==> config.mk <==
export PLATFORM = sky130hd
export DESIGN_NAME = pwm_fade_sequencer
export DESIGN_NICKNAME = d
export VERILOG_FILES = /design/src/rtl/pwm_fade_pkg.sv /design/src/rtl/fade_step_tick.sv /design/src/rtl/pwm_fade_sequencer.sv
export SDC_FILE = /design/constraint.sdc
export NUM_CORES = 1
export LEC_CHECK = 0
export ABC_AREA = 1
export CORE_UTILIZATION = 23
export DETAILED_ROUTE_END_ITERATION = 7
export GPL_TIMING_DRIVEN = 1
export PLACE_DENSITY_LB_ADDON = 0.08
export SETUP_SLACK_MARGIN = 0.2
export SYNTH_ARGS = -nofsm -noshare
export SYNTH_HDL_FRONTEND = slang
export SYNTH_SLANG_ARGS = --single-unit
==> constraint.sdc <==
create_clock -name clk -period 1.75 [get_ports clk]
set_input_delay 0.525 -clock clk [delete_from_list [all_inputs] [get_ports clk]]
set_output_delay 0.525 -clock clk [all_outputs]
set_load 0.01 [all_outputs]
==> src/rtl/pwm_fade_pkg.sv <==
// Shared types for the PWM fade sequencer: FSM state encoding and level clamping.
package pwm_fade_pkg;

   typedef enum logic [2:0] {
      IDLE    = 3'd0,
      RISE    = 3'd1,
      HOLD_HI = 3'd2,
      FALL    = 3'd3,
      HOLD_LO = 3'd4
   } fade_state_t;

   // Saturates a requested level at full-on (2**res).
   function automatic logic [31:0] clamp_level(input logic [31:0] lvl, input int unsigned res);
      logic [31:0] full;
      full = 32'd1 << res;
      return (lvl > full) ? full : lvl;
   endfunction

endpackage

==> src/rtl/fade_step_tick.sv <==
// Step-rate divider: counts 0..div while enabled and pulses tick on the terminal count.
module fade_step_tick #(
   parameter int TICK_W = 24
) (
   input  logic              clk,
   input  logic              rst,
   input  logic              en,
   input  logic [TICK_W-1:0] div,
   output logic              tick
);

   logic [TICK_W-1:0] cnt_q, cnt_d;

   always_comb begin
      tick  = en && (cnt_q == div);
      cnt_d = cnt_q + TICK_W'(1);
      if (!en || tick) begin
         cnt_d = '0;
      end
   end

   always_ff @(posedge clk) begin
      if (rst) begin
         cnt_q <= '0;
      end else begin
         cnt_q <= cnt_d;
      end
   end

endmodule

==> src/rtl/pwm_fade_sequencer.sv <==
// Drives the PWM duty through RISE / HOLD_HI / FALL / HOLD_LO, once or looping.
// Optional FADE_GAMMA_EN adds a registered squaring stage on the duty output.
module pwm_fade_sequencer
   import pwm_fade_pkg::*;
#(
   parameter int R      = 8,
   parameter int TICK_W = 24,
   parameter int HOLD_W = 16
) (
   input  logic              clk,
   input  logic              rst,
   input  logic              start,
   input  logic              abort,
   input  logic              cont,
   input  logic [R:0]        level_lo,
   input  logic [R:0]        level_hi,
   input  logic [TICK_W-1:0] step_div,
   input  logic [HOLD_W-1:0] hold_ticks,
   output logic [R:0]        duty,
   output logic              busy,
   output logic              done,
   output logic [2:0]        state_o
);

   localparam int LW = R + 1;

   fade_state_t       state_q, state_d;
   logic [R:0]        lvl_q, lvl_d, lo_q, lo_d, hi_q, hi_d;
   logic [R:0]        lo_clamped, hi_clamped, lvl_inc, lvl_dec;
   logic [TICK_W-1:0] div_q, div_d;
   logic [HOLD_W-1:0] hold_ticks_q, hold_ticks_d, hold_q, hold_d;
   logic              cont_q, cont_d, done_q, done_d;
   logic              tick, flat, hold_end;

   assign lo_clamped = LW'(clamp_level(32'(level_lo), R));
   assign hi_clamped = LW'(clamp_level(32'(level_hi), R));
   assign lvl_inc    = lvl_q + LW'(1);
   assign lvl_dec    = lvl_q - LW'(1);
   // A degenerate profile skips the ramps and sits at the floor.
   assign flat       = (lo_q >= hi_q);
   assign hold_end   = tick && (hold_q == hold_ticks_q);

   fade_step_tick #(.TICK_W(TICK_W)) u_tick (
      .clk  (clk),
      .rst  (rst),
      .en   (state_q != IDLE),
      .div  (div_q),
      .tick (tick)
   );

   always_comb begin
      state_d      = state_q;
      lvl_d        = lvl_q;
      lo_d         = lo_q;
      hi_d         = hi_q;
      div_d        = div_q;
      hold_ticks_d = hold_ticks_q;
      cont_d       = cont_q;
      hold_d       = hold_q;
      done_d       = 1'b0;
      if (abort) begin
         state_d = IDLE;
         lvl_d   = '0;
         hold_d  = '0;
      end else begin
         case (state_q)
            IDLE: begin
               if (start) begin
                  lo_d         = lo_clamped;
                  hi_d         = hi_clamped;
                  div_d        = step_div;
                  hold_ticks_d = hold_ticks;
                  cont_d       = cont;
                  lvl_d        = lo_clamped;
                  hold_d       = '0;
                  state_d      = RISE;
               end
            end
            RISE: begin
               if (flat) begin
                  state_d = HOLD_HI;
               end else if (tick) begin
                  lvl_d = lvl_inc;
                  if (lvl_inc == hi_q) state_d = HOLD_HI;
               end
            end
            HOLD_HI: begin
               if (hold_end) begin
                  hold_d  = '0;
                  state_d = FALL;
               end else if (tick) begin
                  hold_d = hold_q + HOLD_W'(1);
               end
            end
            FALL: begin
               if (flat) begin
                  state_d = HOLD_LO;
               end else if (tick) begin
                  lvl_d = lvl_dec;
                  if (lvl_dec == lo_q) state_d = HOLD_LO;
               end
            end
            HOLD_LO: begin
               if (hold_end) begin
                  hold_d = '0;
                  if (cont_q) begin
                     state_d = RISE;
                  end else begin
                     state_d = IDLE;
                     lvl_d   = '0;
                     done_d  = 1'b1;
                  end
               end else if (tick) begin
                  hold_d = hold_q + HOLD_W'(1);
               end
            end
            default: begin
               state_d = IDLE;
               lvl_d   = '0;
               hold_d  = '0;
            end
         endcase
      end
   end

   always_ff @(posedge clk) begin
      if (rst) begin
         state_q      <= IDLE;
         lvl_q        <= '0;
         lo_q         <= '0;
         hi_q         <= '0;
         div_q        <= '0;
         hold_ticks_q <= '0;
         cont_q       <= 1'b0;
         hold_q       <= '0;
         done_q       <= 1'b0;
      end else begin
         state_q      <= state_d;
         lvl_q        <= lvl_d;
         lo_q         <= lo_d;
         hi_q         <= hi_d;
         div_q        <= div_d;
         hold_ticks_q <= hold_ticks_d;
         cont_q       <= cont_d;
         hold_q       <= hold_d;
         done_q       <= done_d;
      end
   end

`ifdef FADE_GAMMA_EN
   // Squared level keeps full-on at full-on: (2**R)**2 >> R == 2**R.
   logic [2*R+1:0] sq;
   logic [R:0]     duty_q, duty_d;

   always_comb begin
      sq     = lvl_q * lvl_q;
      duty_d = LW'(sq >> R);
   end

   always_ff @(posedge clk) begin
      if (rst) begin
         duty_q <= '0;
      end else begin
         duty_q <= duty_d;
      end
   end

   assign duty = duty_q;
`else
   assign duty = lvl_q;
`endif

   assign busy    = (state_q != IDLE);
   assign done    = done_q;
   assign state_o = state_q;

endmodule

==> results of run 1 <==
[cells by family (layout without fill, tap and decap cells)]
group                      count (synthesis)  after routing
AOI/OAI and AO/OA                        151            151
xor gates and xnor gates                  47             47
buffers and inverters                    118            434
DFF                                      112            112
adders and majority gates                 13             13
and+or+nand+nor                          472            476
[metrics by stage]
stage	hold slack, ns	TNS (ns)
final	0.4905	-5.380
after global routing	0.5116	-12.19
after CTS	0.4492	-6.832
after detailed placement	0.4441	-26.57
after global placement	0.4530	-30.28
after floorplan	0.4169	-0.3361
[final timing paths]
| path | startpoint | to | depth (start not counted) |
|---|---|---|---|
| setup / recovery | duty[1]$_SDFFE_PP0P_ | state_o[2]$_SDFFE_PP0P_ | 14 |
| hold / removal | hold_ticks_q[5]$_SDFFE_PP0P_ | hold_ticks_q[5]$_SDFFE_PP0P_ | 2 |
| setup reg to reg | duty[1]$_SDFFE_PP0P_ | state_o[2]$_SDFFE_PP0P_ | 14 |
| hold reg to reg | hold_ticks_q[5]$_SDFFE_PP0P_ | hold_ticks_q[5]$_SDFFE_PP0P_ | 2 |
[state kept, by name, indices dropped and copies added, names as in the netlist]
signal	count
hold_ticks_q	16
state_o	3
duty	9
hold_q	16
cont_q	1
hi_q	9
lo_q	9
done	1
div_q	24
u_tick.cnt_q	24
[what timing repair did]
action | 4_1_cts | 5_1_grt
resized for setup | 285 | 135
gates cloned | 15 | 3
setup buffers | 23 | 13
pin swaps | 74 | 67
setup endpoints to repair | 121 | 117
[power by group]
| part | switching [W] | internal (W) |
|---|---|---|
| clock | 0.00106 | 0.00102 |
| combinational | 0.00363 | 0.00344 |
| sequential | 0.000259 | 0.00288 |
[layout by cell type (no fill, tap or decap), types with 16 or more instances in the layout]
cell type / instances
nand2_1: 143
buf_4: 189
nor2_2: 22
nor2_4: 51
nand2_2: 26
a21oi_2: 23
a21oi_1: 16
nand3_1: 44
nor2_1: 97
o21ai_0: 44
buf_12: 16
dfxtp_2: 25
xor2_1: 19
buf_6: 35
inv_1: 74
dfxtp_1: 80
clkdlybuf4s50_1: 53
xnor2_1: 27
[routing by layer]
metal | wire length (microns) | global-route usage, % | vias up
met5 | 0 | 0 | -
met4 | 346 | 4.992 | 0
met3 | 729 | 2.329 | 21
met2 | 11180 | 28.44 | 88
met1 | 11730 | 23.81 | 3206
li1 | - | - | 3647
[area by class of cell]
| cell class | count | share of cell area, % |
|---|---|---|
| clock buffer | 11 | 2.114 |
| tap | 335 | 3.650 |
| multi-input combinational | 687 | 42.94 |
| inverter | 90 | 3.051 |
| timing repair buffer | 328 | 27.88 |
| sequential | 112 | 20.03 |
| clock inverter | 5 | 0.3378 |
[worst min-delay path, delay by kind of cell, from the launching register on]
| family | cells | cell delay (ns) |
|---|---|---|
| buffers and inverters | 1 | 0.08 |
| AOI/OAI and AO/OA | 1 | 0.06 |
| DFF | 1 | 0.31 |
==> flow_summary.ini, run 1 <==
[run_status]
outcome = complete, but fails checks
violations = DRC, setup timing

[clock_network]
htreeDepth = 3
cts_buffers = 9
clock_path_buffers = 2
clock_sink_count = 112
cts_hold_buf = 0
cts_tree = built
insertion_delay_ns = 0.36
clkSlewWorstSetupHoldPaths_ns = 0.08
clockRootBuffer = clkbuf_16

[drt]
wl_per_cell_microns = 15.29
drt_first_pass_iters = 6
first_iter_violations = 296
totalWireLength_microns = 23980
viasPerCell = 4.440
drc = 4
vias = 6962
ant_nets = 0

[global_routing]
grt_max_degree = 35
grt_usage_pct = 17.41
grt_overflow_total = 0
first_global_vias = 6847
grt_pass1_wl_microns = 37520
antenna_found_initial = 0

[synth]
synthAdderAreaFrac_pct = 2.610
syn-num-nets = 989
synth_flop_cell = dfxtp_1
yosys.cell_count.top_type = nand2_1
synth.largest_area_cell = dfxtp_1
synthXorXnorAreaFrac_pct = 6.606
synth.distinct_cells = 44
netlist_top_cells_count = 173 x nand2_1, 160 x nor2_1, 112 x dfxtp_1
synth-simple-area-share_pct = 34.06
synth_seq_area_share_pct = 35.98
ys_warn_count = 0
synth-compound-area-share_pct = 13.17
yosysTopAreaCellShare_pct = 35.98
synth_area_sq_um = 6231
synth_top_family_by_area = simple AND/OR/NAND/NOR gates
yosys-top-cells-area = dfxtp_1 36%, nand2_1 10%, nor2_1 9.6%
synth.avg_cell_area_sq_um = 6.825
ys_ff_latch = 112
synthArstFlopShare_pct = 0
muxShareOfSynthArea_pct = 0
synth_edf_count = 0
syn_inst = 913

[worst_setup_path]
end_kind = flop
crit_required_ns = 2.01
worstSetupStartpointType = flop
max_stage_delay_ns = 0.38
cpMaxStageDelayCell = dfxtp_2
cp.arrival_ns = 2.28
crit_top_cell = nand2_1
crit_fanout = 5
r2r_slack_ns = -0.27
cp.buffers_inverters = 1
critical_path_class = reg2reg
path_delay_family = simple AND/OR/NAND/NOR gates
crit_chain = inv_1 > ha_4 > xor2_1 > nand2_1 > nor2_2 > nand3_1 > nor2_1 > nand3_1 > nand2_1 > nand3_2 > nand2_4 > nand3_2 > nand2_1 > nor2_1

[floorplanning]
coreArea_sq_um = 26280
ioPinCount = 77
dieWidth_microns = 166.6
rows = 59
floorplan.initialDensity_pct = 23.71
die-area_sq_um = 27750
die_y_microns = 166.6

[timing]
hold_viol = 0
clock_skew_ns = 0.01092
rsz0062_at_grt = true
slew_headroom_pct = 60.58
slew_viol_final = 0
setup_ws_ns = -0.2700
worst_pin_slew_ns = 0.5868
max_freq_ghz = 0.4950
period_share_pct = 115.4
setup_violations = 51
fin_crit_ns = 2.020

[final_layout]
fillers = 2641
finalNonFillerCells = 1568
fin_util_pct = 43.70
diodes = 0
seq_area_sq_um = 2300
area_growth_pct = 84.30
nets = 1304
stdcell_area_sq_um = 11480
layout-drive-gt1-share_pct = 45.58
multi_input_area_sq_um = 4931

[power_and_ir_drop]
powerDensity_nw_per_um2 = 1070
vdd_drop_max_v = 0.0004544
finalPower_w = 0.01229
leakage_nw = 4.738

[placement]
placed_area_sq_um = 9171
place_congestion = 0.8229
dp_cells = 1498
post-place-ws_ns = -0.5075
place_hpwl_microns = 16560
port-buffer-count = 76

[run]
drv_cap = 0

[hold_path]
hp-class = reg2reg
Power figures use the tool's default switching activity.
==> run 2: changes to the inputs <==
--- a/config.mk
+++ b/config.mk
@@ -7,6 +7,7 @@
 export LEC_CHECK = 0
 export ABC_AREA = 1
 export CORE_UTILIZATION = 23
+export CTS_BUF_LIST = sky130_fd_sc_hd__clkbuf_4 sky130_fd_sc_hd__clkbuf_8 sky130_fd_sc_hd__clkbuf_16
 export DETAILED_ROUTE_END_ITERATION = 7
 export GPL_TIMING_DRIVEN = 1
 export PLACE_DENSITY_LB_ADDON = 0.08
==> run 2 against run 1 <==
  * The run still ends with DRC, setup timing left
  * Via count up 0.68%
  * Sequential cell count stayed put
  * Sequential power about the same
  * Die area stayed put
  * First-iteration DRC count fell by 2.7%
  * Clock skew about the same
  * Non-clock buffer count increased by 3
  * Cell area grew 0.25%
  * Combinational power grew 0.6%
  * Clock-buffer cell count did not move
  * Total power grew 0.43%
  * Critical endpoint unchanged
  * Largest power group unchanged
==> flow_summary.ini, run 2 (synthesis gave the netlist of run 1 again) <==
[global_routing]
grt_overflow_total = 0
grt_usage_pct = 17.42
grt_max_degree = 35
grt_pass1_wl_microns = 37580
antenna_found_initial = 0
first_global_vias = 6862

[run_status]
outcome = complete, but fails checks
violations = DRC, setup timing

[clock_network]
clock_path_buffers = 2
cts_buffers = 9
clockRootBuffer = clkbuf_16
htreeDepth = 3
clkSlewWorstSetupHoldPaths_ns = 0.08
cts_tree = built
cts_hold_buf = 0
clock_sink_count = 112
insertion_delay_ns = 0.36

[timing]
slew_viol_final = 0
hold-worst-slack_ns = 0.4883
clock_skew_ns = 0.01061
setup_ws_ns = -0.2577
rsz0062_at_grt = true
setup_violations = 49
slew_headroom_pct = 60.16
max_freq_ghz = 0.4981
worst_pin_slew_ns = 0.5930
period_share_pct = 114.7
fin_crit_ns = 2.008
hold_viol = 0

[final_layout]
seq_area_sq_um = 2300
layout_commonest_cell = buf_4
nets = 1307
stdcell_area_sq_um = 11510
multi_input_area_sq_um = 4922
layout-drive-gt1-share_pct = 45.63
diodes = 0
area_growth_pct = 84.76
top_regs = div_q: 24 flops, u_tick.cnt_q: 24 flops
fillers = 2644
mostFrequentLayoutCells = 190 x buf_4, 143 x nand2_1, 96 x nor2_1

[worst_setup_path]
path_delay_family = simple AND/OR/NAND/NOR gates
critical_path_class = reg2reg
crit_top_cell = nand2_1
crit_fanout = 5
end_kind = flop
max_stage_delay_ns = 0.38
cp.buffers_inverters = 1
cp.arrival_ns = 2.26
cpMaxStageDelayCell = dfxtp_2
crit_required_ns = 2.01
worstSetupStartpointType = flop
crit_chain = inv_1 > ha_4 > xor2_1 > nand2_1 > nor2_2 > nand3_1 > nor2_1 > nand3_1 > nand2_1 > nand3_2 > nand2_4 > nand3_2 > nand2_1 > nor2_1

[drt]
vias = 7009
ant_nets = 0
wl_per_cell_microns = 15.52
viasPerCell = 4.461
first_iter_violations = 288
drt_first_pass_iters = 6
drc = 4
totalWireLength_microns = 24380

[run]
drv_cap = 0

[placement]
port-buffer-count = 76
place_hpwl_microns = 16560
place_congestion = 0.8229
placed_area_sq_um = 9171

[floorplanning]
ioPinCount = 77
die_y_microns = 166.6
floorplan.initialDensity_pct = 23.71
die-area_sq_um = 27750
dieWidth_microns = 166.6
rows = 59
coreArea_sq_um = 26280

[power_and_ir_drop]
powerDensity_nw_per_um2 = 1072
vdd_drop_max_v = 0.0004959
leakage_nw = 4.766

[hold_path]
hp-class = reg2reg
==> run 2: area by class of cell <==
cell class | instances | share of cell area (%)
Multi-Input combinational cell | 687 | 42.76
Timing Repair Buffer | 331 | 28.11
Inverter | 90 | 3.043
Clock inverter | 5 | 0.3369
Tap cell | 335 | 3.641
Sequential cell | 112 | 19.98
Clock buffer | 11 | 2.141
==> run 2: worst register-to-register path, cell delays in order, from the launching register on <==
cell	delay, ns
dfxtp_2	0.38
inv_1	0.11
ha_4	0.31
xor2_1	0.14
nand2_1	0.08
nor2_2	0.15
nand3_1	0.09
nor2_1	0.11
nand3_1	0.10
nand2_1	0.09
nand3_2	0.08
nand2_4	0.11
nand3_2	0.06
nand2_1	0.07
nor2_1	0.04
==> run 2: worst paths after layout <==
kind,startpoint,to,slack (ns),cells past startpoint
max,duty[1]$_SDFFE_PP0P_,state_o[2]$_SDFFE_PP0P_,-0.26,14
min,hold_ticks_q[5]$_SDFFE_PP0P_,hold_ticks_q[5]$_SDFFE_PP0P_,0.49,2
max reg2reg,duty[1]$_SDFFE_PP0P_,state_o[2]$_SDFFE_PP0P_,-0.26,14
min reg2reg,hold_ticks_q[5]$_SDFFE_PP0P_,hold_ticks_q[5]$_SDFFE_PP0P_,0.49,2
==> run 2: through the flow <==
stage	power (W)	cells	TNS, ns	utilization (%)	setup slack (ns)
after CTS	0.01170	1551	-6.831	41.07	-0.2625
after detailed placement	0.008121	1498	-26.57	34.90	-0.5075
after floorplan	0.005876	913	-0.3361	-	-0.04547
final	0.01234	1571	-5.318	43.81	-0.2577
after global placement	0.008169	1498	-30.28	34.90	-0.5407
after global routing	0.01312	1571	-12.10	43.81	-0.3979
==> run 2: per-layer routing <==
| layer | part of all wire (%) | global-route usage, % |
|---|---|---|
| met5 | 0 | 0 |
| met4 | 1.2 | 4.509 |
| met3 | 2.7 | 2.210 |
| met2 | 47 | 28.55 |
| met1 | 49 | 24.02 |
==> run 2: report_power, final <==
group,internal [W],switching (W),total (W)
clock network,0.00103,0.00106,0.00209
logic,0.00346,0.00365,0.00711
registers,0.00288,0.000260,0.00314
==> run 2: repair_timing <==
item / CTS / global route
buffers inserted: 22 / 14
pin swaps: 79 / 64
cloned: 15 / 6
resized for setup: 285 / 132
setup endpoints to repair: 121 / 117
